==> src/rtl/if_fetch.sv <==
// Instruction fetch: reads a 32-bit word little-endian over a byte-wide memory port, one byte per granted cycle.
// Word presented 6 cycles after capture with grant held high; grant low retries the slot, stall_i holds the output.
module if_fetch #(
  parameter int ADDR_WIDTH = 32,
  parameter int INST_WIDTH = 32
) (
  input  logic                  clk,
  input  logic                  rst,
  input  logic [ADDR_WIDTH-1:0] pc_i,
  input  logic                  ce_i,
  input  logic                  branch_flag_i,
  input  logic                  stall_i,
  input  logic                  mem_gnt_i,
  input  logic [7:0]            mem_din_i,
  output logic                  mem_rd_en_o,
  output logic [ADDR_WIDTH-1:0] mem_a_o,
  output logic [INST_WIDTH-1:0] inst_o,
  output logic [ADDR_WIDTH-1:0] pc_o,
  output logic                  inst_valid_o,
  output logic                  stall_req_o
);

  typedef enum logic [1:0] {
    IDLE  = 2'd0,
    FETCH = 2'd1,
    VALID = 2'd2
  } state_t;

  state_t                state;
  state_t                state_nxt;
  logic [ADDR_WIDTH-1:0] fetch_pc;
  logic [2:0]            issue_cnt;
  logic                  rx_valid;
  logic [1:0]            rx_idx;
  logic [7:0]            lane0;
  logic [7:0]            lane1;
  logic [7:0]            lane2;
  logic                  issue;
  logic                  rx_write;
  logic                  done;
  logic                  start;

  always_comb begin
    mem_rd_en_o = (state == FETCH) && !issue_cnt[2] && !branch_flag_i;
    mem_a_o     = fetch_pc + ADDR_WIDTH'(issue_cnt);
    issue       = mem_rd_en_o && mem_gnt_i;
    // A byte returning in the flush cycle belongs to the abandoned fetch.
    rx_write    = (state == FETCH) && rx_valid && !branch_flag_i;
    done        = rx_write && (rx_idx == 2'd3);
    start       = (state == IDLE) && ce_i && !branch_flag_i;
    stall_req_o = !((state == VALID) && !stall_i);
  end

  always_comb begin
    state_nxt = state;
    case (state)
      IDLE: begin
        if (start) state_nxt = FETCH;
      end
      FETCH: begin
        if (branch_flag_i)  state_nxt = IDLE;
        else if (done)      state_nxt = VALID;
      end
      VALID: begin
        if (branch_flag_i || !stall_i) state_nxt = IDLE;
      end
      default: state_nxt = IDLE;
    endcase
  end

  always_ff @(posedge clk or negedge rst) begin
    if (!rst) begin
      state <= IDLE;
    end else begin
      state <= state_nxt;
    end
  end

  always_ff @(posedge clk or negedge rst) begin
    if (!rst) begin
      fetch_pc  <= '0;
      issue_cnt <= '0;
      rx_valid  <= 1'b0;
      rx_idx    <= '0;
    end else begin
      if (start) begin
        fetch_pc  <= pc_i;
        issue_cnt <= '0;
      end else if (issue) begin
        issue_cnt <= issue_cnt + 3'd1;
      end
      rx_valid <= issue;
      if (issue) rx_idx <= issue_cnt[1:0];
    end
  end

  // Lane 3 is never stored: it completes the word straight into inst_o.
  always_ff @(posedge clk or negedge rst) begin
    if (!rst) begin
      lane0 <= '0;
      lane1 <= '0;
      lane2 <= '0;
    end else if (rx_write) begin
      case (rx_idx)
        2'd0:    lane0 <= mem_din_i;
        2'd1:    lane1 <= mem_din_i;
        2'd2:    lane2 <= mem_din_i;
        default: ;
      endcase
    end
  end

  always_ff @(posedge clk or negedge rst) begin
    if (!rst) begin
      inst_o       <= '0;
      pc_o         <= '0;
      inst_valid_o <= 1'b0;
    end else begin
      if (done) begin
        inst_o <= {mem_din_i, lane2, lane1, lane0};
        pc_o   <= fetch_pc;
      end
      if (branch_flag_i)                     inst_valid_o <= 1'b0;
      else if (done)                         inst_valid_o <= 1'b1;
      else if ((state == VALID) && !stall_i) inst_valid_o <= 1'b0;
    end
  end

endmodule

==> config.mk <==
export PLATFORM = sky130hd
export DESIGN_NAME = if_fetch
export DESIGN_NICKNAME = d
export VERILOG_FILES = /design/src/rtl/if_fetch.sv
export SDC_FILE = /design/constraint.sdc
export NUM_CORES = 1
export LEC_CHECK = 0
export BUFFER_PORTS_ARGS = -buffer_cell sky130_fd_sc_hd__buf_4
export CORE_MARGIN = 3
export CORE_UTILIZATION = 53
export DETAILED_ROUTE_END_ITERATION = 6
export PLACE_DENSITY = 0.8
export SETUP_SLACK_MARGIN = 0.2
export SYNTH_ARGS = -nofsm -noshare
export SYNTH_HDL_FRONTEND = slang
export SYNTH_SLANG_ARGS = --single-unit
==> constraint.sdc <==
create_clock -name clk -period 2.9 [get_ports clk]
set_input_delay 0.435 -clock clk [delete_from_list [all_inputs] [get_ports clk]]
set_output_delay 0.435 -clock clk [all_outputs]
set_load 0.005 [all_outputs]
==> reports/results.tsv <==
metric	value	unit
largest net degree at the start of global routing	65	
Seq/Total Area, Yosys	58.0	%
Worst Path Buf+Inv	1	
area grow syn2layout	40.7	%
Vias/cell	5.38	
final hold violation count	0	
CTS tree	built	
cell count after synthesis	379	
Max VDD drop	0.470	mV
EDFF count, synth	0	
kind of critical path	reg -> out	
Global Route Usage Sum	23.4	%
DR vias	3804	
CTS max path bufs	2	
PD cells	639	nW/µm²
first-pass GRT wire length	20700	µm
clock latency on the worst-skew pair	0.52	ns
grt ovf	0	
Starting Density	55.7	%
core area	10000	µm²
Antenna Violating Nets Remaining	0	
Min Hold Slack	0.116	ns
Synth Flop Type	dfrtp_1	
DIE AREA	11800	µm²
input/output buffers	144	
Mapped Area	5570	µm²
CP startpoint kind	flop	
Sequential cell area	3240	µm²
drt total wl	13100	µm
antenna fix cells	0	
final-report max-slew violation count	0	
area of the multi-input gates	2480	µm²
vias in the first global route	4000	
HPWL Detailed	8760	µm
Post-Syn Nets	430	
CTS clock-pin slew for the worst setup and hold paths	0.06	ns
Die Width	108	µm
P_leak	0.00403	µW
Final period util	94.2	%
CP endpoint kind	primary output	
H-tree depth	4	
min-delay worst type	in -> reg	
Clock Sinks	129	
async set or reset register ratio after synthesis	100	%
number of synthesized register bits	129	
Ports	145	
Initial DRT Pass Iterations	4	
max_slew headroom	49.8	%
initial antenna violation count	0	
Worst Path Arrival	2.30	ns
worst-path fanout max	6	
Final #Nets	614	
worst slew pin tran	0.749	ns
setup_tns	0	ns
commonest non-fill, non-tap cell in the layout	buf_4	
Netlist cell types	37	
DRC Markers	0	
Clock Skew	0.00674	ns
Avg Inst Size Synth	14.7	µm²
Slowest-stage cell, CP	or4_4	
Final GP Congestion	0.809	
WL/cell	18.6	µm
drt first-iter violations	161	
CTS Root Cell	clkbuf_8	
status	complete, no violations	
Fmax	0.366	GHz
Final setup viols	0	
crit path cell chain	nand3_2, or4_4, nor4b_4, xor2_1, buf_4	
max-cap violations	0	
worst path required time	2.47	ns
number of buffers created by CTS	17	
final core occ	78.3	%
largest delay contributor family on the critical path	simple AND/OR/NAND/NOR gates	
Core Rows	36	
Warnings, synthesis	0	
RSZ-0062 raised after global routing	yes	
total power	5000	µW
Final min period	2.73	ns
filler cell count	610	
Max stage delay on crit path	0.65	ns
layout cells sized above 1	61.7	%
die height	108	µm
most frequent cells in the layout	buf_4 (173), dfrtp_1 (121), mux2_2 (106), xor2_1 (21)	
-- kinds of logic after synthesis --
family          count (synthesis)  share of synthesized area, %
xor+xnor                       31                          4.88
simple gates                   70                          9.11
flops                         129                          58.0
buf+inv                        14                          1.26
mux                           122                          24.7
compound gates                  8                         0.809
fa+ha+maj                       5                          1.26
-- synth_stat cells, drive strengths merged, types with 4 or more instances --
cell type    n  area share (%)
buf         12             1.1
dfrtp      129              58
nand3b       4            0.54
a21oi        5            0.45
xor2        21             3.3
nand2       12            0.81
mux2       122              25
nor3         8            0.99
nor2         6            0.40
ha           4            0.90
nor4b        5             1.3
xnor2       10             1.6
nand4        8             1.2
nand3        9            0.81
nor4         6             1.1
-- where the power goes --
group | switching, µW | leakage [µW] | internal (µW)
combinational | 341 | 0.00204 | 463
clock | 714 | 0.000285 | 1360
sequential | 161 | 0.00171 | 1960
total | 1220 | 0.00403 | 3790
-- layout make-up --
cell class | count | share of cell area (%)
Timing Repair Buffer | 177 | 17.4
Sequential cell | 129 | 41.4
Multi-Input combinational cell | 237 | 31.7
Inverter | 1 | 0.0479
Tap cell | 133 | 2.13
Clock buffer | 24 | 6.01
Clock inverter | 6 | 1.34
-- final timing paths --
kind	cells past startpoint	slack (ns)	startpoint	endpoint
max	5	0.17	fetch_pc[13]	mem_a_o[25]
min	2	0.12	branch_flag_i	state[1]
max reg2reg	3	0.87	state[1]	lane0[1]
min reg2reg	1	0.48	lane2[1]	inst_o[17]
max in group asynchronous	3	1.66	rst	fetch_pc[7]
min in group asynchronous	2	0.39	rst	lane0[7]
-- per-stage QoR --
| step | area (µm²) | instances | setup WS (ns) |
|---|---|---|---|
| after floorplan | 5570 | 379 | 0.595 |
| after global placement | 6860 | 653 | 0.564 |
| after detailed placement | 6860 | 653 | 0.505 |
| after CTS | 7750 | 707 | 0.115 |
| after global routing | 7830 | 707 | 0.0562 |
| final | 7830 | 707 | 0.168 |
-- metal layers --
metal	GRT usage, %	vias to the layer above	wire (µm)
li1	-	1738	-
met1	29.7	1923	5480
met2	38.0	116	6720
met3	5.61	27	600
met4	11.1	0	332
met5	0	-	0
-- repair_timing --
action / 4_1_cts / 5_1_grt
endpoints found under the hold margin: 26 / 0
hold buffers: 1 / 0
setup buffers: 22 / 0
gates cloned: 1 / 0
pin swaps: 7 / 9
setup endpoints to repair: 22 / 26
gates resized for setup: 29 / 14
-- registers in the layout, summed over array words and instances (netlist names) --
register	count
fetch_pc	32
inst_o	32
inst_valid_o	1
issue_cnt	3
lane0	8
lane1	8
lane2	8
pc_o	32
rx_idx	2
rx_valid	1
state	2
No activity file was read; power rests on OpenSTA's default activity.
